### config.mk
export PLATFORM = sky130hd
export DESIGN_NAME = pcs_descramble_flat
export DESIGN_NICKNAME = d
export VERILOG_FILES = /design/src/rtl/pcs_descramble_if.sv /design/src/rtl/pcs_descramble.sv /design/src/flat_wrapper.sv
export SDC_FILE = /design/constraint.sdc
export NUM_CORES = 1
export LEC_CHECK = 0
export CAP_MARGIN = 20
export CORE_MARGIN = 5
export CORE_UTILIZATION = 69
export CTS_BUF_LIST = sky130_fd_sc_hd__clkbuf_8
export DETAILED_ROUTE_END_ITERATION = 6
export HOLD_SLACK_MARGIN = 0.12
export PLACE_DENSITY = 0.88
export SYNTH_ARGS = -nofsm -noshare
export SYNTH_HDL_FRONTEND = slang
export SYNTH_SLANG_ARGS = --single-unit
### constraint.sdc
create_clock -name clk -period 6.6 [get_ports clk]
set_input_delay 0.66 -clock clk [delete_from_list [all_inputs] [get_ports clk]]
set_output_delay 0.66 -clock clk [all_outputs]
set_load 0.01 [all_outputs]
### src/rtl/pcs_descramble_if.sv
// Scrambled-bit input and descrambled-bit output bundle for pcs_descramble.
// The master drives the PMA side; the slave is the descrambler.
interface pcs_descramble_if;
    logic       signal_status;
    logic [1:0] scr_bits;
    logic [1:0] scr_bits_valid;
    logic [1:0] bits;
    logic [1:0] bits_valid;
    logic       link_status;

    modport master (
        output signal_status,
        output scr_bits,
        output scr_bits_valid,
        input  bits,
        input  bits_valid,
        input  link_status
    );

    modport slave (
        input  signal_status,
        input  scr_bits,
        input  scr_bits_valid,
        output bits,
        output bits_valid,
        output link_status
    );
endinterface

### src/rtl/pcs_descramble.sv
// X3.263 stream descrambler (x^11 + x^9 + 1), 0-2 bits per clock.
// Acquires LFSR lock from the idle stream and holds it while idle keeps arriving.
module pcs_descramble #(
    parameter int LOCK_BITS = 60,
    parameter int IDLE_BITS = 29,
    parameter int TIMEOUT   = 90000
) (
    input logic             clk,
    input logic             rst_n,
    pcs_descramble_if.slave bus
);
    localparam int RW = $clog2(LOCK_BITS + 1);
    localparam int OW = $clog2(IDLE_BITS + 1);
    localparam int TW = $clog2(TIMEOUT + 1);

    localparam logic [RW-1:0] RUN_MAX  = RW'(LOCK_BITS);
    localparam logic [OW-1:0] ONES_MAX = OW'(IDLE_BITS);
    localparam logic [TW-1:0] TO_MAX   = TW'(TIMEOUT);

    typedef enum logic {
        UNLOCKED = 1'b0,
        LOCKED   = 1'b1
    } state_e;

    typedef struct packed {
        state_e        st;
        logic [10:0]   l;
        logic [RW-1:0] run;
        logic [OW-1:0] ones;
        logic          idle;
        logic          p;
    } ctx_t;

    state_e        state_q, state_d;
    logic [10:0]   lfsr_q, lfsr_d;
    logic [RW-1:0] run_q, run_d;
    logic [OW-1:0] ones_q, ones_d;
    logic [TW-1:0] timer_q, timer_d;
    logic [1:0]    bits_q, bits_d;
    logic [1:0]    bv_q, bv_d;
    logic          link_q, link_d;

    state_e eff_w;
    logic   sig_w;
    logic   n1_w, n2_w;
    ctx_t   c0_w, c1_w, c2_w;

    // One bit through the descrambler; the second bit of a cycle sees the first's result.
    function automatic ctx_t step(ctx_t x, logic c, logic sig);
        ctx_t y;
        logic k;
        y   = x;
        k   = x.l[10] ^ x.l[8];
        y.p = c ^ k;
        if (x.st == UNLOCKED) begin
            y.l = {x.l[9:0], ~c};
            if (~c == k) begin
                y.run = (x.run == RUN_MAX) ? x.run : x.run + 1'b1;
            end else begin
                y.run = '0;
            end
            if (y.run == RUN_MAX && sig) begin
                y.st   = LOCKED;
                y.ones = '0;
            end
        end else begin
            y.l = {x.l[9:0], k};
            if (y.p) begin
                y.ones = (x.ones == ONES_MAX) ? x.ones : x.ones + 1'b1;
            end else begin
                y.ones = '0;
            end
            if (y.ones == ONES_MAX) begin
                y.idle = 1'b1;
            end
        end
        return y;
    endfunction

    assign sig_w = bus.signal_status;
    assign n1_w  = |bus.scr_bits_valid;
    assign n2_w  = bus.scr_bits_valid[1];
    assign eff_w = sig_w ? state_q : UNLOCKED;

    assign c0_w = '{
        st:   eff_w,
        l:    lfsr_q,
        run:  run_q,
        ones: ones_q,
        idle: (eff_w == LOCKED) && (ones_q == ONES_MAX) && !n1_w,
        p:    1'b1
    };
    assign c1_w = n1_w ? step(c0_w, bus.scr_bits[1], sig_w) : c0_w;
    assign c2_w = n2_w ? step(c1_w, bus.scr_bits[0], sig_w) : c1_w;

    always_comb begin
        state_d = c2_w.st;
        lfsr_d  = c2_w.l;
        run_d   = c2_w.run;
        ones_d  = c2_w.ones;
        timer_d = timer_q;
        if (eff_w == UNLOCKED || c2_w.idle) begin
            timer_d = '0;
        end else if (timer_q != TO_MAX) begin
            timer_d = timer_q + 1'b1;
        end
        if (eff_w == LOCKED && timer_d == TO_MAX) begin
            state_d = UNLOCKED;
            run_d   = '0;
        end
        if (!sig_w) begin
            state_d = UNLOCKED;
            run_d   = '0;
        end
        bits_d = {c1_w.p, n2_w ? c2_w.p : 1'b1};
        bv_d   = 2'b00;
        if (eff_w == LOCKED && state_d == LOCKED) begin
            bv_d = {n2_w, n1_w & ~n2_w};
        end
        link_d = (state_d == LOCKED) && sig_w;
    end

    always_ff @(posedge clk or negedge rst_n) begin
        if (!rst_n) begin
            state_q <= UNLOCKED;
            lfsr_q  <= 11'h000;
            run_q   <= '0;
            ones_q  <= '0;
            timer_q <= '0;
            bits_q  <= 2'b11;
            bv_q    <= 2'b00;
            link_q  <= 1'b0;
        end else begin
            state_q <= state_d;
            lfsr_q  <= lfsr_d;
            run_q   <= run_d;
            ones_q  <= ones_d;
            timer_q <= timer_d;
            bits_q  <= bits_d;
            bv_q    <= bv_d;
            link_q  <= link_d;
        end
    end

    assign bus.bits        = bits_q;
    assign bus.bits_valid  = bv_q;
    assign bus.link_status = link_q;
endmodule

### src/flat_wrapper.sv
// flat-port wrapper written by rule: the top's interface ports become plain ports
module pcs_descramble_flat 
#(
    parameter int LOCK_BITS = 60,
    parameter int IDLE_BITS = 29,
    parameter int TIMEOUT   = 90000
)
  (clk, rst_n, bus_signal_status, bus_scr_bits, bus_scr_bits_valid, bus_bits, bus_bits_valid, bus_link_status);
  pcs_descramble_if bus_i ();
  input logic clk;
  input logic rst_n;
  input wire logic [$bits(bus_i.signal_status)-1:0] bus_signal_status;
  input wire logic [$bits(bus_i.scr_bits)-1:0] bus_scr_bits;
  input wire logic [$bits(bus_i.scr_bits_valid)-1:0] bus_scr_bits_valid;
  output wire logic [$bits(bus_i.bits)-1:0] bus_bits;
  output wire logic [$bits(bus_i.bits_valid)-1:0] bus_bits_valid;
  output wire logic [$bits(bus_i.link_status)-1:0] bus_link_status;
  assign bus_i.signal_status = bus_signal_status;
  assign bus_i.scr_bits = bus_scr_bits;
  assign bus_i.scr_bits_valid = bus_scr_bits_valid;
  assign bus_bits = bus_i.bits;
  assign bus_bits_valid = bus_i.bits_valid;
  assign bus_link_status = bus_i.link_status;
  pcs_descramble #(.LOCK_BITS(LOCK_BITS), .IDLE_BITS(IDLE_BITS), .TIMEOUT(TIMEOUT)) u_core (.clk(clk), .rst_n(rst_n), .bus(bus_i));
endmodule
# Word level (Yosys, flattened, before mapping)
# Index checks and enable logic that the tools add are counted.
[op_classes]
bitwise = 9
eq_ne = 12
n_addsub = 5
reduce_logical = 10
n_mux = 39
[op_table]
columns = ["operator", "count"]
rows = [
  ["2-to-1 mux 6 bit", 10],
  ["2-to-1 mux 25 bit", 2],
  ["2-to-1 mux 5 bit", 10],
  ["2-to-1 mux 17 bit", 2],
  ["equality test 6 bit (second input constant)", 4],
  ["equality test 5 bit (second input constant)", 4],
  ["adder 17 x 1 -> 17 bit (second input constant)", 1],
  ["equality test 17 bit (second input constant)", 1],
  ["!= test 17 bit (second input constant)", 1],
  ["2-to-1 mux 1 bit", 14],
  ["adder 6 x 1 -> 6 bit (second input constant)", 2],
  ["adder 5 x 1 -> 5 bit (second input constant)", 2],
  ["logical AND 1 bit", 7],
  ["NOT 1 bit", 4],
  ["XOR 1 bit", 4],
  ["equality test 1 bit", 2],
  ["2-to-1 mux 2 bit", 1],
  ["OR reduction 2 bit", 1],
  ["bitwise AND 1 bit", 1],
  ["logical NOT 1 bit", 1],
  ["logical OR 1 bit", 1],
]
[word_totals]
output_inout_bits = 5
ff_bits = 45

# Depth between registers and ports, before layout
[depth]
depth_word = 26
mapped_depth = 15
ltp_nobuf = 13

# Worst setup path after synthesis
# Ideal clock, no wire load.
[synth_path]
kind = "flip-flop to flip-flop"
start = "reg u_core.run_q[0]"
end = "reg u_core.run_q[2]"
slack_ns = 3.081
setup_time_ns = 0.094
path_buffers = 1
required_ns = 6.506
stages_incl_launch_ff = 15
t_arrival_ns = 3.425
path_cell_list = "dfrtp_1 inv_1 ha_1 and3b_2 o2111ai_2 or4_4 a31oi_1 inv_1 ha_1 nor2_1 mux2i_1 mux2_4 o311a_1 buf_6 nor4b_4"
[synth_between]
elab_chain_len = 23
word_cells_on_any_way = 34
[synth_rtl]
columns = ["item", "line_no", "text"]
rows = [
  ["start, declared", "pcs_descramble.sv:36", "logic [RW-1:0] run_q, run_d;"],
  ["start signal, assigned", "pcs_descramble.sv:136", "run_q <= run_d;"],
  ["adder 6 x 1 -> 6 bit / equality test 6 bit (equally long branches)", "pcs_descramble.sv:58", "y.run = (x.run == RUN_MAX) ? x.run : x.run + 1'b1;"],
  ["2-to-1 mux 6 bit", "pcs_descramble.sv:58", ""],
  ["2-to-1 mux 6 bit", "pcs_descramble.sv:57", "if (~c == k) begin"],
  ["2-to-1 mux 6 bit", "pcs_descramble.sv:55", "if (x.st == UNLOCKED) begin"],
  ["equality test 6 bit", "pcs_descramble.sv:62", "if (y.run == RUN_MAX && sig) begin"],
  ["logical AND 1 bit", "pcs_descramble.sv:62", ""],
  ["2-to-1 mux 5 bit", "pcs_descramble.sv:62", ""],
  ["2-to-1 mux 5 bit", "pcs_descramble.sv:55", ""],
  ["[8 not listed]", "n/a", ""],
  ["2-to-1 mux 25 bit (*)", "pcs_descramble.sv:94", "assign c2_w = n2_w ? step(c1_w, bus.scr_bits[0], sig_w) : c1_w;"],
  ["logical OR 1 bit", "pcs_descramble.sv:102", "if (eff_w == UNLOCKED || c2_w.idle) begin"],
  ["2-to-1 mux 17 bit", "pcs_descramble.sv:102", ""],
  ["equality test 17 bit", "pcs_descramble.sv:107", "if (eff_w == LOCKED && timer_d == TO_MAX) begin"],
  ["logical AND 1 bit", "pcs_descramble.sv:107", ""],
  ["2-to-1 mux 6 bit (*)", "pcs_descramble.sv:107", ""],
  ["2-to-1 mux 6 bit (*)", "pcs_descramble.sv:111", "if (!sig_w) begin"],
  ["via u_core.run_d[2]", "pcs_descramble.sv:36", ""],
]
# The timed path passes the listed nets; every way through them passes the cells marked *. The select of a mux whose other input is x is not followed.

# Final worst setup path
[layout_path]
start = "in bus_scr_bits_valid[0]"
end = "reg u_core.timer_q[14]"
[layout_between]
elab_chain_len = 12
word_cells_on_any_way = 19
[layout_rtl]
columns = ["item", "line_no", "text"]
rows = [
  ["start, declared", "flat_wrapper.sv:14", "input wire logic [$bits(bus_i.scr_bits_valid)-1:0] bus_scr_bits_valid;"],
  ["OR reduction 2 bit (*)", "pcs_descramble.sv:81", "assign n1_w = |bus.scr_bits_valid;"],
  ["2-to-1 mux 25 bit (*)", "pcs_descramble.sv:93", "assign c1_w = n1_w ? step(c0_w, bus.scr_bits[1], sig_w) : c0_w;"],
  ["adder 5 x 1 -> 5 bit (tied with other cells)", "pcs_descramble.sv:69", "y.ones = (x.ones == ONES_MAX) ? x.ones : x.ones + 1'b1;"],
  ["2-to-1 mux 5 bit / XOR 1 bit (equally long branches)", "pcs_descramble.sv:69, pcs_descramble.sv:54", ""],
  ["2-to-1 mux 5 bit", "pcs_descramble.sv:68", "if (y.p) begin"],
  ["2-to-1 mux 5 bit", "pcs_descramble.sv:55", ""],
  ["equality test 5 bit", "pcs_descramble.sv:73", "if (y.ones == ONES_MAX) begin"],
  ["2-to-1 mux 1 bit", "pcs_descramble.sv:73", ""],
  ["2-to-1 mux 1 bit", "pcs_descramble.sv:55", ""],
  ["2-to-1 mux 25 bit (*)", "pcs_descramble.sv:94", ""],
  ["logical OR 1 bit (*)", "pcs_descramble.sv:102", ""],
  ["2-to-1 mux 17 bit (*)", "pcs_descramble.sv:102", ""],
  ["via u_core.timer_d[14]", "pcs_descramble.sv:38", "logic [TW-1:0] timer_q, timer_d;"],
  ["end signal, assigned", "pcs_descramble.sv:138", "timer_q <= timer_d;"],
  ["end, declared", "pcs_descramble.sv:38", ""],
]
# Marked as above.

==> run summary <==
The die area is 6380 µm². For the pin with the worst max-slew slack, the measured transition is 0.845 ns. The final count of negative-setup-slack endpoints is 0. The achievable frequency is 215 MHz. The power density relative to cell area came out at 189 nW/µm². The critical path is of the primary input to flip-flop type. The flip-flop and latch count after synthesis came out at 45. The largest voltage drop on the vdd net is 107 µV. The pin count of the biggest net entering global routing is 46. The number of routed nets with antenna violations is 0. The number of antenna violations at the first check in global routing came out at 0.

The post-synthesis async set-or-reset flop share came out at 100%. For this configuration, the core starts out at a cell density of 71.3%. The post-synthesis to final-layout area growth is 5.43%. Per report_power, the combinational group accounts for 23.4% of the total.

The switching share of power is 30.2%. The post-cts resize count is 0. The core region is 4720 µm². Ranked by total cell area, the synthesized netlist is headed by dfrtp_1 (32%), nand2_1 (5.5%), mux2i_1 (5.1%). The internal power component is 468 µW. Setup repair after global routing left no endpoint under its margin. The largest fanout of any net on the critical path is 17. The overall overflow remaining after global route came out at 0. The Yosys step of the flow raised 0 warnings. The vertical extent of the die is 79.9 µm. Summed over all failing endpoints, the final setup total negative slack is 0 ns.

The count of inserted antenna diode cells is 0. The fraction of final layout cells with drive strength greater than 1 came out at 11.4%. The flow ran to the end, and the final reports show no timing, DRC or antenna violations. The number of buffers on the longest clock path came out at 2. The instance count of the mapped netlist came out at 375. The overall via count from detail_route came out at 2872. For this design the total switching power over the nets is 203 µW. The number of top-level pins came out at 12. The CTS sink count is 45. The via count of the first global-routing pass came to 2669. The synthesized design spends more area on one cell type than any other, namely dfrtp_1. The clock transition time at the flip-flop clock pins of the worst setup and hold paths came out at 0.08 ns. The worst clock skew came out at 0.00730 ns. The worst setup path is launched from a primary input. The netlist area before placement is 3370 µm². The max-cap check violation count is 0.

Yosys mapped the design onto 75 distinct sky130hd cell types. In this run the mean area of a mapped cell was 8.98 µm². The flip-flop cell with the highest count after synthesis is dfrtp_1.

The number of detailed-route iterations in the first pass came out at 5. The path type of the worst min-delay path is primary input to asynchronous set/reset pin. The number of setup buffers added after CTS is 0. The data arrival time of the critical path came out at 4.79 ns. The count of pins over their slew limit came out at 0. STA puts the critical path data required time at 6.74 ns. The final number of hold-violating endpoints came out at 0. The master cell of the clock root buffer is clkbuf_8. The number of DRC markers after the initial detailed-route iteration came out at 177. The first-pass GRT wire length is 12.8 mm.

The net count of the mapped netlist came out at 392. The share of the synthesized area in the top cell type came out at 32.0%. The number of flops mapped to enable cells by yosys is 0. The total clock buffers created by CTS came out at 5. Dividing the detail-routed wire length by the instance count gives 16.8 µm. The share of synthesized area occupied by flip-flops and latches is 33.5%. The half-perimeter wire length after placement is 5.29 mm. The design draws 671 µW. The die width came out at 79.9 µm. The share of total power in the clock network came out at 30.2%. After routing the design area is 3550 µm².

Row generation in the floorplan step produced 25 rows. The static leakage is 0.00146 µW. Headroom to the max-slew limit came out at 43.5%. The relative contribution of sequential cells to total power came out at 46.4%. The congestion estimate from routability-driven global placement came to 0.887.

The period utilization came out at 70.4%. The maximum level of the CTS H-tree is 2. The post-placement cell area is 3430 µm². The number of buffers inserted by port buffering is 11. The detailed-route wire length is 7.43 mm. The post-route minimum period came out at 4.64 ns. Hold repair after CTS inserted 0 buffers. The worst setup path is captured at a flip-flop. TritonCTS built the clock tree. The total global routing track utilization is 25.3%. The number of nets in the finished design came out at 393. Dividing the detail-routed via count by the number of cells gives 6.48. In the routed design, unresolved DRC markers number 0. The clock latency at the later pin of the worst-skew pair came out at 0.30 ns.
routing by layer:
metal	vias to the layer above	GRT usage [%]	routed length, µm	part of all wire (%)
li1	1359	-	-	-
met1	1390	33.6	3340	45
met2	107	42.2	3580	48
met3	16	4.74	381	5.1
met4	0	6.76	123	1.7
met5	-	0	0	0
worst paths after layout:
kind / from / endpoint / slack (ns) / depth (start not counted)
max in group asynchronous: rst_n / u_core.timer_q[4]$_DFF_PN0_ / 5.82 / 2
worst max register to register: u_core.run_q[0]$_DFF_PN0_ / u_core.timer_q[14]$_DFF_PN0_ / 2.53 / 13
worst min-delay path: rst_n / u_core.timer_q[3]$_DFF_PN0_ / 0.29 / 1
worst min register to register: u_core.lfsr_q[0]$_DFF_PN0_ / u_core.lfsr_q[2]$_DFF_PN0_ / 0.52 / 2
min in group clk: u_core.lfsr_q[0]$_DFF_PN0_ / u_core.lfsr_q[2]$_DFF_PN0_ / 0.52 / 2
worst max-delay path: bus_scr_bits_valid[0] / u_core.timer_q[14]$_DFF_PN0_ / 1.96 / 11
registers in the layout (all words and copies together) (netlist names):
| name | flops |
|---|---|
| u_core.timer_q | 17 |
| u_core.lfsr_q | 11 |
| u_core.run_q | 6 |
| u_core.ones_q | 5 |
| u_core.bus.bits | 2 |
| u_core.bus.bits_valid | 2 |
| u_core.bus.link_status | 1 |
| u_core.state_q | 1 |
cells by family after synthesis:
family,count (synthesis),share of synthesized area (%)
buffers and inverters,31,5.43
muxes,18,5.50
AOI/OAI and AO/OA,84,18.2
xor gates and xnor gates,29,8.55
and+or+nand+nor,158,25.1
DFF,45,33.5
adders and majority gates,10,3.72
power groups by stage:
stage          Sequential, µW  Clock [µW]  Combinational, µW
6_report                  311         203                157
5_1_grt                   314         216                172
4_1_cts                   311         206                153
3_5_place_dp              316           0                152
3_3_place_gp              315           0                149
2_1_floorplan             312           0                112
cell usage in the layout, fill, tap and decap left out, drive strengths merged, types with 4 or more instances in the layout:
master / synthesis / layout
a21oi: 17 / 17
a31oi: 9 / 9
and4: 4 / 4
clkbuf: 13 / 5
clkdlybuf4s50: 0 / 10
dfrtp: 43 / 43
ha: 10 / 10
inv: 12 / 12
mux2i: 17 / 17
nand2: 49 / 49
nand2b: 4 / 4
nand3: 13 / 13
nand4: 12 / 12
nor2: 38 / 38
nor3: 5 / 5
nor3b: 4 / 4
o21ai: 24 / 24
or3: 5 / 5
xnor2: 9 / 9
xor2: 18 / 18
synthesized netlist by cell type, types with 3 or more instances:
cell type and count:
nand2_1 49, dfrtp_1 43, nor2_1 38, o21ai_0 21
xor2_1 18, mux2i_1 17, a21oi_1 16, nand3_1 13
nand4_1 12, inv_1 11, ha_1 10, xnor2_1 9
a31oi_1 8, clkbuf_1 8, clkbuf_8 5, and4_1 4
nand2b_1 4, nor3_1 4, or3_1 4, a31o_2 3
a41oi_1 3, and3_1 3, and3b_2 3, buf_2 3
nor3b_1 3, or2_2 3
per-stage QoR:
stage / std cells / utilization (%) / setup WS (ns) / hold slack (ns)
floorplan: 375 / - / 3.08 / 0.364
global placement: 435 / 72.5 / 1.81 / 0.490
detailed placement: 435 / 72.5 / 1.71 / 0.503
CTS: 442 / 74.7 / 2.03 / 0.523
global route: 443 / 75.2 / 1.72 / 0.318
finish: 443 / 75.2 / 1.96 / 0.289
area by class of cell:
type	count	area (µm²)
multi-input cells	299	2060
fillers	330	1170
inverters	12	45.0
clock inverters	2	35.0
repair buffers	13	133
flip-flops and latches	45	1130
clock buffers	5	68.8
well taps	67	83.8
worst max-delay path, cell delays in order:
cell and delay (ns):
clkdlybuf4s50_1 1.02, nor2_1 0.31, or4_4 0.62, a31oi_1 0.47, inv_1 0.09, ha_1 0.28
nor2_1 0.11, mux2i_1 0.08, mux2_4 0.30, o31ai_4 0.68, nor2_1 0.15
Note: power is estimated with default switching activity, not from simulation.
